<file path="config.mk">
export PLATFORM = sky130hd
export DESIGN_NAME = uart_rx
export DESIGN_NICKNAME = d
export VERILOG_FILES = /design/src/rtl/uart_pkg.sv /design/src/rtl/uart_sync.sv /design/src/rtl/uart_rx.sv
export SDC_FILE = /design/constraint.sdc
export NUM_CORES = 1
export LEC_CHECK = 0
export CORE_ASPECT_RATIO = 0.7
export CORE_MARGIN = 4
export CORE_UTILIZATION = 57
export CTS_BUF_LIST = sky130_fd_sc_hd__clkbuf_4
export CTS_CLUSTER_DIAMETER = 60
export DETAILED_ROUTE_END_ITERATION = 7
export GPL_TIMING_DRIVEN = 0
export MAX_ROUTING_LAYER = met4
export PLACE_DENSITY = 0.82
export SLEW_MARGIN = 20
export SYNTH_ARGS = -nofsm -noshare
export SYNTH_HDL_FRONTEND = slang
export SYNTH_HIERARCHICAL = 1
export SYNTH_SLANG_ARGS = --single-unit
</file>
<file path="constraint.sdc">
create_clock -name clk -period 2.2 [get_ports clk]
set_input_delay 0.44 -clock clk [delete_from_list [all_inputs] [get_ports clk]]
set_output_delay 0.44 -clock clk [all_outputs]
set_load 0.02 [all_outputs]
</file>
<file path="src/rtl/uart_pkg.sv">
// uart_pkg: shared UART frame constants and receiver state encoding
package uart_pkg;

    localparam int UART_DATA_BITS   = 8;
    localparam int UART_SYNC_STAGES = 2;

    typedef enum logic [2:0] {
        IDLE,
        START,
        DATA,
        PARITY,
        STOP,
        BREAK
    } uart_rx_state_e;

endpackage

</file>
<file path="src/rtl/uart_sync.sv">
// uart_sync: N-flop synchronizer for an asynchronous input, resets to 1 (idle line)
module uart_sync #(
    parameter int N = 2
) (
    input  logic clk,
    input  logic rstn_i,
    input  logic d,
    output logic q
);

    logic [N-1:0] ff;

    // shift the raw input through the flop chain
    always_ff @(posedge clk or negedge rstn_i) begin
        if (!rstn_i) ff <= '1;
        else         ff <= (ff << 1) | N'(d);
    end

    assign q = ff[N-1];

endmodule

</file>
<file path="src/rtl/uart_rx.sv">
// uart_rx: UART receiver, 8 data bits LSB first, even parity, one stop bit
module uart_rx
    import uart_pkg::*;
(
    input  logic                      clk,
    input  logic                      rstn_i,
    input  logic [31:0]               clk_div_i,
    input  logic                      rx_i,
    output logic [UART_DATA_BITS-1:0] rx_data_o,
    output logic                      rx_valid_o,
    output logic                      parity_err_o,
    output logic                      frame_err_o,
    output logic                      busy_o
);

    localparam int IW = $clog2(UART_DATA_BITS);

    uart_rx_state_e            state, next;
    logic                      rxs;
    logic [31:0]               cnt;
    logic [IW-1:0]             idx;
    logic [UART_DATA_BITS-1:0] sh;
    logic                      acc, pbad;
    logic                      hit_half, hit_full, sample, done;

    uart_sync #(.N(UART_SYNC_STAGES)) u_sync (
        .clk    (clk),
        .rstn_i (rstn_i),
        .d      (rx_i),
        .q      (rxs)
    );

    assign hit_half = cnt == (clk_div_i >> 1);
    assign hit_full = cnt == clk_div_i;

    // state register
    always_ff @(posedge clk or negedge rstn_i) begin
        if (!rstn_i) state <= IDLE;
        else         state <= next;
    end

    // next-state logic: start at half bit, the rest at full bit periods
    always_comb begin
        next = state;
        case (state)
            IDLE:    next = rxs ? IDLE : START;
            START:   next = hit_half ? (rxs ? IDLE : DATA) : START;
            DATA:    next = (hit_full && idx == IW'(UART_DATA_BITS - 1)) ? PARITY : DATA;
            PARITY:  next = hit_full ? STOP : PARITY;
            STOP:    next = hit_full ? (rxs ? IDLE : BREAK) : STOP;
            BREAK:   next = rxs ? IDLE : BREAK;
            default: next = IDLE;
        endcase
    end

    // decoded controls: sample strobe, frame completion, busy
    always_comb begin
        busy_o = state != IDLE;
        sample = state == START ? hit_half :
                 (state == DATA || state == PARITY || state == STOP) ? hit_full : 1'b0;
        done   = state == STOP && hit_full;
    end

    // bit timer, data shift register, parity accumulation and output registers
    always_ff @(posedge clk or negedge rstn_i) begin
        if (!rstn_i) begin
            cnt          <= '0;
            idx          <= '0;
            sh           <= '0;
            acc          <= 1'b0;
            pbad         <= 1'b0;
            rx_data_o    <= '0;
            rx_valid_o   <= 1'b0;
            parity_err_o <= 1'b0;
            frame_err_o  <= 1'b0;
        end else begin
            cnt        <= (state != next || sample) ? '0 : cnt + 32'd1;
            rx_valid_o <= done;
            if (state == START && hit_half) begin
                idx <= '0;
                acc <= 1'b0;
            end
            if (state == DATA && hit_full) begin
                sh  <= {rxs, sh[UART_DATA_BITS-1:1]};
                acc <= acc ^ rxs;
                idx <= idx + 1'b1;
            end
            if (state == PARITY && hit_full) pbad <= rxs ^ acc;
            if (done) begin
                rx_data_o    <= sh;
                parity_err_o <= pbad;
                frame_err_o  <= ~rxs;
            end
        end
    end

endmodule
</file>
* Word-level counts from Yosys, hierarchy flattened *
Index checks and enable logic that the tools add are counted.

storage, ports and cells
  register bits = 61
  input bits = 35
  word-level logic and storage cells = 51

cells by class
  $add $sub $neg = 2
  eq/ne operators = 9
  multiplexer cells = 15
  bitwise logic cells = 3
  reductions and logical operators = 11

operator list
  cell                     count
  $add A32 B1 Y32 const B  1
  $eq A32 B31 Y1           1
  $eq A32 B32 Y1           1
  $mux W32                 1
  $pmux W3 S6              1
  $mux W3                  5
  $eq A3 B3 Y1 const B     3
  $eq A3 B2 Y1 const B     2
  $mux W1                  6
  $logic_and A1 B1 Y1      5
  $mux W2                  2
  $add A3 B1 Y3 const B    1
  $eq A3 B1 Y1 const B     1
  $logic_not A3 Y1         1
  $logic_or A1 B1 Y1       3
  $ne A3 B3 Y1             1
  $reduce_bool A3 Y1       1
  $or A2 B1 Y2             1
  $reduce_bool A2 Y1       1
  $not A1 Y1               1
  $xor A1 B1 Y1            1

* Depth between registers and ports, before layout *
Gate-level depths: netlist (run 1).

  word-level depth = 7
  depth in mapped cells = 8
  mapped depth without buffers = 7

* Hierarchy *
Netlist (run 1), hierarchy kept.

modules (own cells, without submodules)
  module     instances  cells an instance  area each (um2)
  uart_rx    1          346                3572.2
  uart_sync  1          2                  52.6

* Worst setup path after synthesis (run 1) *
OpenSTA, ideal clock, no wires.

  kind = input-to-reg
  start point = in clk_div_i[4]
  end point = reg parity_err_o
  arrival time = 1929 ps
  data required time = 2075 ps
  path slack = 145 ps
  cell stages on the path = 6
  buffers on the path = 1
  path through = xor2_1 nor4_1 nand4_2 nor4_4 buf_6 mux2_4

on the way
  cells in the longest elaborated chain, start to end = 2

RTL lines
  item                  line           RTL
  start, declared       uart_rx.sv:7   input logic [31:0] clk_div_i,
  $eq A32 B32 Y1        uart_rx.sv:34  assign hit_full = cnt == clk_div_i;
  $logic_and A1 B1 Y1   uart_rx.sv:61  done = state == STOP && hit_full;
  named net done        uart_rx.sv:24  logic hit_half, hit_full, sample, done;
  end signal, assigned  uart_rx.sv:91  parity_err_o <= pbad;
  end, declared         uart_rx.sv:11  output logic parity_err_o,

The timed path passes the listed nets, and every way through them passes these cells.
A chain may end at the register's enable or synchronous reset.

* Final worst setup path (run 1) *
  start point = reg cnt[23]
  end point = reg state[1]

on the way
  cells in the longest elaborated chain, start to end = 3
  elaborated cells on any way between the ends = 6

RTL lines
  item                                              line                          RTL
  start, declared                                   uart_rx.sv:20                 logic [31:0] cnt;
  start signal, assigned                            uart_rx.sv:77                 cnt <= (state != next || sample) ? '0 : cnt + 32'd1;
  $eq A32 B32 Y1 or $eq A32 B31 Y1 (tied branches)  uart_rx.sv:34, uart_rx.sv:33
  $mux W3 (tied with other cells)                   uart_rx.sv:50                 STOP: next = hit_full ? (rxs ? IDLE : BREAK) : STOP;
  $pmux W3 S6 (*)                                   uart_rx.sv:45                 case (state)
  named net next[1]                                 uart_rx.sv:18                 uart_rx_state_e state, next;
  end signal, assigned                              uart_rx.sv:39                 else state <= next;
  end, declared                                     uart_rx.sv:18

Mark *: on every way through the listed nets, which the timed path passes. The rest lies on a longest branch.

==> results.rst, run 1 <==
.. list-table::
   :header-rows: 1

   * - Metric
     - Value
   * - Outcome
     - complete, but fails checks
   * - Violations in the final reports
     - setup timing
   * - Wire length on met3
     - 819 um
   * - Clock-pin slew on the worst setup and hold paths
     - 120 ps
   * - Pwr per Cell Area
     - 656 nW/um^2
   * - Top layer used by detailed routing
     - met4
   * - Critical path depth
     - 7
   * - Worst relative slew slack
     - about 73%
   * - Share of the clock period used by the worst path
     - 108%
   * - Final global-route overflow total
     - 0
   * - Worst setup slack for register-to-register paths
     - -170 ps
   * - Deepest clock path buffer count
     - 2
   * - Leakage power
     - roughly 0.0023 uW
   * - Average cell area after synthesis
     - 10.4 sq um
   * - Arrival time at the worst endpoint
     - 2710 ps
   * - F_max
     - 0.422 GHz
   * - Worst vdd ir
     - 0.000348 V
   * - Routed length per instance
     - roughly 19 um
   * - Count of antenna-violating nets left after detailed routing
     - 0
   * - Die H
     - 74.7 um
   * - Clock insertion delay at the later pin of the skew report
     - 440 ps
   * - Wire length on met2
     - 4620 um
   * - Reg-to-Reg Start
     - cnt[23]
   * - CTS Root Buffer Type
     - sky130_fd_sc_hd__clkbuf_4
   * - Count of pins on the block boundary
     - 47
   * - Endpoint of the worst setup timing path
     - state[1]
   * - Critical path's largest stage delay
     - 440 ps
   * - Drt first pass iters
     - 5
   * - CTS tree
     - done
   * - Core area
     - around 6200 sq um
   * - Setup clock skew after layout
     - 28.4 ps
   * - Horiz. Die Dim
     - 103 um
   * - Site row count
     - 24
   * - Pin count of the biggest net entering global routing
     - 58
   * - Setup repair after global routing missed its margin
     - yes
   * - Area of the die
     - 7720 sq um
   * - Number of instances in the synthesized netlist
     - 348
   * - Number of clock sinks seen by CTS
     - 61
   * - Number of vias per cell after detailed routing
     - 5.82
   * - Type of the worst setup path
     - flip-flop to flip-flop
   * - Post-route DRC violation count
     - 0
   * - Post-detailed-placement half-perimeter wirelength
     - 6080 um
   * - Diode insertion count for antenna repair
     - 0
   * - Post-synth design cell area
     - 3620 sq um
   * - Final core utilization
     - between 70% and 80%
   * - First-pass GRT wire length
     - approximately 14000 um
   * - Final worst setup slack
     - -169 ps
   * - Number of design-rule violations left by the first detailed-router iteration
     - 274
   * - Cts bufs inserted
     - 9
   * - Layout cell share with drive strength beyond 1
     - between 20% and 30%
   * - Cell with the largest stage delay on the worst path
     - sky130_fd_sc_hd__or4b_1
   * - Area growth syn-to-layout
     - 32.9%
   * - Via count of the first global-routing pass
     - 2781
   * - Max capacitance violation total
     - 0
   * - Number of synthesized register bits
     - 61
   * - Global-route total usage across every layer
     - 25.5%
   * - Final setup violation count
     - 44
   * - Required @ worst endpoint
     - 2550 ps
   * - R2R depth
     - 7
   * - Hold violation count in the final report
     - 0
   * - Pins over their slew limit
     - 0
   * - Critical path buffers and inverters
     - 1
   * - Via count of the routed design
     - 2979
   * - H-tree levels
     - 3
   * - CP Cell Sequence
     - buf_2, xor2_1, nor4_1, nand4_1, nor2_4, or4b_1, a21oi_1
   * - Launch point of the worst path
     - cnt[23]
   * - Hold Crit Class
     - input pin to async pin
   * - Post-detailed-routing wire length
     - roughly 10000 um
   * - Type of element capturing the critical path
     - flip-flop
   * - Initial core utilization
     - 58.6%
   * - Actual transition at the worst max-transition pin
     - roughly 410 ps
   * - Minimum period implied by the final worst setup slack
     - 2370 ps
   * - Count of unique library cells instantiated by Yosys
     - between 40 and 50
   * - Number of fillers in the final layout
     - around 360
   * - Commonest cells after routing, fill and taps aside
     - sky130_fd_sc_hd__xor2_1 (80), sky130_fd_sc_hd__dfrtp_1 (51), sky130_fd_sc_hd__nor2_1 (43)
   * - Most common library cell in the layout ignoring fill and taps
     - sky130_fd_sc_hd__xor2_1
   * - Metal-1 WL
     - 4380 um
   * - Final estimated routing congestion in global placement
     - approximately 0.92
   * - Worst path top cell family by delay
     - simple AND/OR/NAND/NOR gates
   * - Place WS
     - -635 ps
   * - Maximum net fanout on the critical path
     - 6
   * - Capture point of the worst reg-to-reg path
     - state[1]
   * - Final hold slack
     - 353 ps
   * - Syn Nets
     - about 390
   * - Ys Warns
     - 6
   * - Number of antenna violations at the first check in global routing
     - 0
   * - Part of the Yosys area used for sequential elements
     - approximately 42%
   * - Startpoint class of the critical path
     - flip-flop
   * - Nets
     - around 470
   * - Port Buffers
     - 46
report_power, final:
part           leakage (uW)  switching (uW)  internal [uW]
combinational       0.00144             498            486
sequential         0.000811            60.7           1180
clock             0.0000829             470            466
through the flow:
| step | TNS [ps] | total power [uW] | std cells | instance area, sq um |
|---|---|---|---|---|
| floorplan | 0 | 1700 | 348 | 3620 |
| global placement | -106240 | 1920 | 472 | 4180 |
| detailed placement | -30540 | 1940 | 473 | 4210 |
| CTS | -119 | 2920 | 497 | 4520 |
| global route | -7920 | 3300 | 512 | 4820 |
| finish | -5090 | 3160 | 512 | 4820 |
timing repair:
item	CTS	global route
pin swaps	9	13
endpoints found under the hold margin	4	0
hold buffers	1	0
resized for setup	31	32
buffers inserted	9	15
endpoints found under the setup margin	53	54
cloned	1	3
synth_stat cells:
library cell	number	area share [%]
sky130_fd_sc_hd__xor2_1	83	20
sky130_fd_sc_hd__dfrtp_1	59	41
sky130_fd_sc_hd__nor2_1	44	4.6
sky130_fd_sc_hd__nand2_1	18	1.9
sky130_fd_sc_hd__nand3_1	14	1.9
sky130_fd_sc_hd__nor4_1	14	2.4
sky130_fd_sc_hd__xnor2_1	10	2.4
sky130_fd_sc_hd__buf_6	9	2.8
sky130_fd_sc_hd__clkbuf_1	8	0.83
sky130_fd_sc_hd__mux2_2	8	2.5
sky130_fd_sc_hd__mux2_4	8	3.3
sky130_fd_sc_hd__and4_1	6	1.4
sky130_fd_sc_hd__nand4_1	6	1.0
sky130_fd_sc_hd__and3_1	5	0.86
sky130_fd_sc_hd__buf_2	5	0.69
sky130_fd_sc_hd__and2_1	4	0.69
sky130_fd_sc_hd__inv_1	4	0.41
sky130_fd_sc_hd__a21oi_1	3	0.41
sky130_fd_sc_hd__ha_1	3	1.0
sky130_fd_sc_hd__nor2b_1	3	0.52
sky130_fd_sc_hd__o21ai_0	3	0.41
sky130_fd_sc_hd__a22o_1	2	0.48
sky130_fd_sc_hd__dfstp_2	2	1.4
sky130_fd_sc_hd__mux2_1	2	0.62
sky130_fd_sc_hd__mux2i_1	2	0.55
sky130_fd_sc_hd__nand2b_1	2	0.35
sky130_fd_sc_hd__nand4_2	2	0.69
sky130_fd_sc_hd__nor3_1	2	0.28
sky130_fd_sc_hd__nor4_2	2	0.69
sky130_fd_sc_hd__o31ai_1	2	0.41
sky130_fd_sc_hd__a22oi_1	1	0.21
sky130_fd_sc_hd__buf_4	1	0.21
sky130_fd_sc_hd__nand2_2	1	0.17
sky130_fd_sc_hd__nor2_2	1	0.17
sky130_fd_sc_hd__nor2_4	1	0.31
sky130_fd_sc_hd__nor4_4	1	0.59
sky130_fd_sc_hd__o21a_1	1	0.21
sky130_fd_sc_hd__o221a_2	1	0.31
sky130_fd_sc_hd__o221ai_1	1	0.24
sky130_fd_sc_hd__o31a_1	1	0.24
sky130_fd_sc_hd__or2_2	1	0.17
sky130_fd_sc_hd__or4b_1	1	0.28
sky130_fd_sc_hd__xor2_2	1	0.45
layout make-up:
class	instances	area, sq um	share of cell area, %
Buffer	17	151	3.14
Clock inverter	7	97.6	2.03
Clock buffer	9	67.6	1.40
Tap cell	78	97.6	2.03
Sequential cell	61	1540	31.9
Multi-Input combinational cell	260	2080	43.1
Inverter	4	15.0	0.312
Timing Repair Buffer	76	772	16.0
state kept, by name (all words and copies together), names as in the netlist:
signal / cells
acc: 1
cnt: 32
frame_err_o: 1
idx: 3
parity_err_o: 1
pbad: 1
rx_data_o: 8
rx_valid_o: 1
sh: 8
state: 3
u_sync/ff: 2
routing by layer:
metal,global-route usage [%],vias up
li1,-,1324
met3,6.20,21
met2,37.2,130
met1,35.4,1504
met5,-,-
met4,7.76,0
worst min path at each step:
stage	start	endpoint	slack [ps]	cells past startpoint
global route	rstn_i	rx_valid_o	330	2
detailed placement	rstn_i	rx_valid_o	260	1
finish	rstn_i	rx_data_o[2]	350	2
floorplan	rstn_i	acc	140	0
CTS	rstn_i	rx_valid_o	340	2
global placement	u_sync/ff[0]	u_sync/ff[1]	350	0
kinds of logic (layout without fill, tap and decap cells):
group	count (synthesis)	after routing	synth area share, %
simple gates	128	128	19.0
mux	20	20	6.97
buf+inv	27	113	4.94
xor+xnor	94	94	22.9
compound gates	15	15	2.93
fa+ha+maj	3	3	1.04
flops	61	61	42.2
No activity file was read; power rests on OpenSTA's default activity.
==> inputs of run 2 (changes only) <==
==> constraint.sdc (replaced) <==
create_clock -name clk -period 2.55 [get_ports clk]
set_input_delay 0.51 -clock clk [delete_from_list [all_inputs] [get_ports clk]]
set_output_delay 0.51 -clock clk [all_outputs]
set_load 0.02 [all_outputs]
==> results.rst, run 2 (same netlist as run 1, synthesis figures left out) <==
.. list-table::
   :header-rows: 1

   * - Metric
     - Value
   * - Largest register FFs
     - 32 (unchanged)
   * - Site row count
     - 24 (unchanged)
   * - Area growth syn-to-layout
     - 20.9%
   * - Via count of the routed design
     - 2720 (-8.7%)
   * - F_max
     - 0.405 GHz
   * - Final hold slack
     - 362 ps (+9.32 ps)
   * - Leakage power
     - 0.00210 uW (-9.7%)
   * - Final setup violation count
     - 0 (-100%)
   * - CTS tree
     - done
   * - Worst setup slack for register-to-register paths
     - 200 ps (+370 ps)
   * - First-pass GRT wire length
     - 13500 um (-5.2%)
   * - Hold wc startpoint
     - u_sync/ff[0]
   * - Final estimated routing congestion in global placement
     - 0.915 (unchanged)
   * - Via count of the first global-routing pass
     - 2706 (-2.7%)
   * - Drt first pass iters
     - 4 (-1)
   * - Count of pins on the block boundary
     - 47 (unchanged)
   * - Routed length per instance
     - 16.8 um (-14%)
   * - Initial core utilization
     - 58.6% (unchanged)
   * - Number of antenna violations at the first check in global routing
     - 0 (unchanged)
   * - Clock-pin slew on the worst setup and hold paths
     - 100 ps (-20 ps)
   * - Hold Crit Class
     - flip-flop to flip-flop
   * - Startpoint class of the critical path
     - input pin
   * - Final global-route overflow total
     - 0 (unchanged)
   * - Deepest clock path buffer count
     - 2 (unchanged)
   * - Horiz. Die Dim
     - 103 um (unchanged)
   * - Number of vias per cell after detailed routing
     - 5.57 (-4.2%)
   * - Total area of sequential cells
     - 1530 sq um (-0.65%)
   * - R2R depth
     - 6 (-1)
   * - Core area
     - 6190 sq um (unchanged)
   * - Max capacitance violation total
     - 0 (unchanged)
   * - CTS Root Buffer Type
     - sky130_fd_sc_hd__clkbuf_4
   * - Largest regs
     - cnt x32, rx_data_o x8, sh x8
   * - Pwr per Cell Area
     - 562 nW/um^2 (-14%)
   * - Post-CTS setup repair buffer count
     - 0 (-9)
   * - End point of the worst hold path
     - u_sync/ff[1]
   * - Arrival time at the worst endpoint
     - 2760 ps (+50 ps)
   * - Cts bufs inserted
     - 9 (unchanged)
   * - Post-detailed-placement half-perimeter wirelength
     - 6080 um (unchanged)
   * - H-tree levels
     - 3 (unchanged)
   * - Diode insertion count for antenna repair
     - 0 (unchanged)
   * - Nets
     - 443 (-5.1%)
   * - Required @ worst endpoint
     - 2850 ps (+300 ps)
   * - Power, Total
     - 2460 uW (-22%)
   * - Actual transition at the worst max-transition pin
     - 407 ps (-0.468 ps)
   * - Count of antenna-violating nets left after detailed routing
     - 0 (unchanged)
   * - Outcome
     - finished, final reports clean
   * - Most common library cell in the layout ignoring fill and taps
     - sky130_fd_sc_hd__xor2_1
   * - Setup repair after global routing missed its margin
     - no
   * - Die H
     - 74.7 um (unchanged)
   * - Register with the most flip-flops
     - cnt
   * - Number of design-rule violations left by the first detailed-router iteration
     - 162 (-41%)
   * - Type of the worst setup path
     - input pin to flip-flop
   * - Global-route total usage across every layer
     - 24.1% (-1.4 points)
   * - Post-route DRC violation count
     - 0 (unchanged)
   * - Pin count of the biggest net entering global routing
     - 58 (unchanged)
   * - Worst relative slew slack
     - 72.9% (about the same)
   * - Post-Layout Inst Area
     - 4380 sq um (-9.1%)
   * - Port Buffers
     - 46 (unchanged)
   * - Layout cell share with drive strength beyond 1
     - 15.4% (-12 points)
   * - Setup clock skew after layout
     - 21.1 ps (-7.28 ps)
   * - Worst vdd ir
     - 0.000268 V (-23%)
   * - Type of element capturing the critical path
     - flip-flop
   * - Number of fillers in the final layout
     - 466 (+29%)
   * - Clock insertion delay at the later pin of the skew report
     - 420 ps (-20 ps)
   * - Number of cells traversed by the worst hold path
     - 0
   * - Number of clock sinks seen by CTS
     - 61 (unchanged)
   * - Maximum net fanout on the critical path
     - 10 (+4)
   * - Capture point of the worst reg-to-reg path
     - rx_data_o[6]
   * - Area of the die
     - 7720 sq um (unchanged)
   * - Reg-to-Reg Start
     - cnt[28]
   * - Post-detailed-routing wire length
     - 8210 um (-18%)
   * - Post-place instance area
     - 4210 sq um (unchanged)
   * - Commonest cells after routing, fill and taps aside
     - sky130_fd_sc_hd__xor2_1 (83), sky130_fd_sc_hd__dfrtp_1 (59), sky130_fd_sc_hd__clkdlybuf4s50_1 (45)
   * - Hold violation count in the final report
     - 0 (unchanged)
   * - Minimum period implied by the final worst setup slack
     - 2470 ps
   * - Share of the clock period used by the worst path
     - 96.8%
   * - Area of the multi-input gates
     - 1920 sq um (-7.5%)
   * - Pins over their slew limit
     - 0 (unchanged)
-- run 2: cell count changes in the layout (fill, tap and decap cells not counted), moves of 4 or more --
cell,previous run,this run
sky130_fd_sc_hd__dlygate4sd2_1,9,0
sky130_fd_sc_hd__clkdlybuf4s50_1,32,45
sky130_fd_sc_hd__buf_4,19,2
sky130_fd_sc_hd__nor4_1,5,13
sky130_fd_sc_hd__dlymetal6s2s_1,4,0
sky130_fd_sc_hd__buf_6,14,9
sky130_fd_sc_hd__nor4_2,9,3
sky130_fd_sc_hd__dfrtp_2,8,0
sky130_fd_sc_hd__mux2_4,13,8
sky130_fd_sc_hd__dfrtp_1,51,59
-- run 2: power breakdown --
group          total [uW]  internal [uW]  leakage (uW)  switching (uW)
logic                 584            265       0.00120             319
clock network         796            402     0.0000829             394
registers            1080           1020      0.000824            66.7
total                2460           1680       0.00210             779
-- run 2: area by class of cell --
class	count	area share [%]
sequential	61	34.9
clock buffer	9	1.54
multi-input combinational	260	43.9
clock inverter	7	2.23
tap	78	2.23
buffer	21	3.57
timing repair buffer	48	11.3
inverter	4	0.343
-- run 2: timing repair --
| item | CTS | global route |
|---|---|---|
| pin swaps | 0 | 0 |
| gates resized for setup | 0 | 1 |
| endpoints found under the hold margin | 4 | 0 |
| endpoints found under the setup margin | 1 | 41 |
| hold buffers | 1 | 0 |
-- run 2: per-stage QoR --
step           setup TNS, ps  instances  util (%)  setup slack, ps
6_report                   0        488      70.8             82.5
3_3_place_gp          -72820        472      67.6             -991
2_1_floorplan              0        348         -              425
4_1_cts                    0        489      70.8             42.6
3_5_place_dp          -14200        473      68.0             -355
5_1_grt                    0        488      70.8             8.90
-- run 2: worst max-delay path by stage --
| stage | slack, ps | to | depth (start not counted) | startpoint |
|---|---|---|---|---|
| floorplan | 430 | parity_err_o | 6 | clk_div_i[4] |
| global placement | -990 | cnt[10] | 1 | rstn_i |
| detailed placement | -360 | rx_data_o[6] | 7 | clk_div_i[4] |
| CTS | 40 | rx_data_o[6] | 7 | clk_div_i[4] |
| global route | 9 | sh[4] | 8 | clk_div_i[28] |
| finish | 80 | rx_data_o[6] | 7 | clk_div_i[26] |
-- run 2: critical path, stage by stage --
cell	delay (ps)
sky130_fd_sc_hd__clkdlybuf4s50_1	500
sky130_fd_sc_hd__xor2_2	220
sky130_fd_sc_hd__nor4_2	360
sky130_fd_sc_hd__nand4_2	260
sky130_fd_sc_hd__nor4_4	370
sky130_fd_sc_hd__buf_6	220
sky130_fd_sc_hd__mux2_4	320
-- run 2: metal layers --
metal	share of wire (%)	wire length (um)	global-route usage, %	vias to the layer above
met3	8.6	710	6.67	17
met4	1.7	143	7.18	0
met2	44	3630	35.0	90
met5	0	0	-	-
li1	-	-	-	1280
met1	45	3730	33.1	1333
==> inputs of run 3 (changes only) <==
--- a/config.mk
+++ b/config.mk
@@ -5,6 +5,7 @@
 export SDC_FILE = /design/constraint.sdc
 export NUM_CORES = 1
 export LEC_CHECK = 0
+export CAP_MARGIN = 20
 export CORE_ASPECT_RATIO = 0.7
 export CORE_MARGIN = 4
 export CORE_UTILIZATION = 57
==> results of run 3 <==
Same layout as run 2: the final DEF is identical, and so are final timing and power.
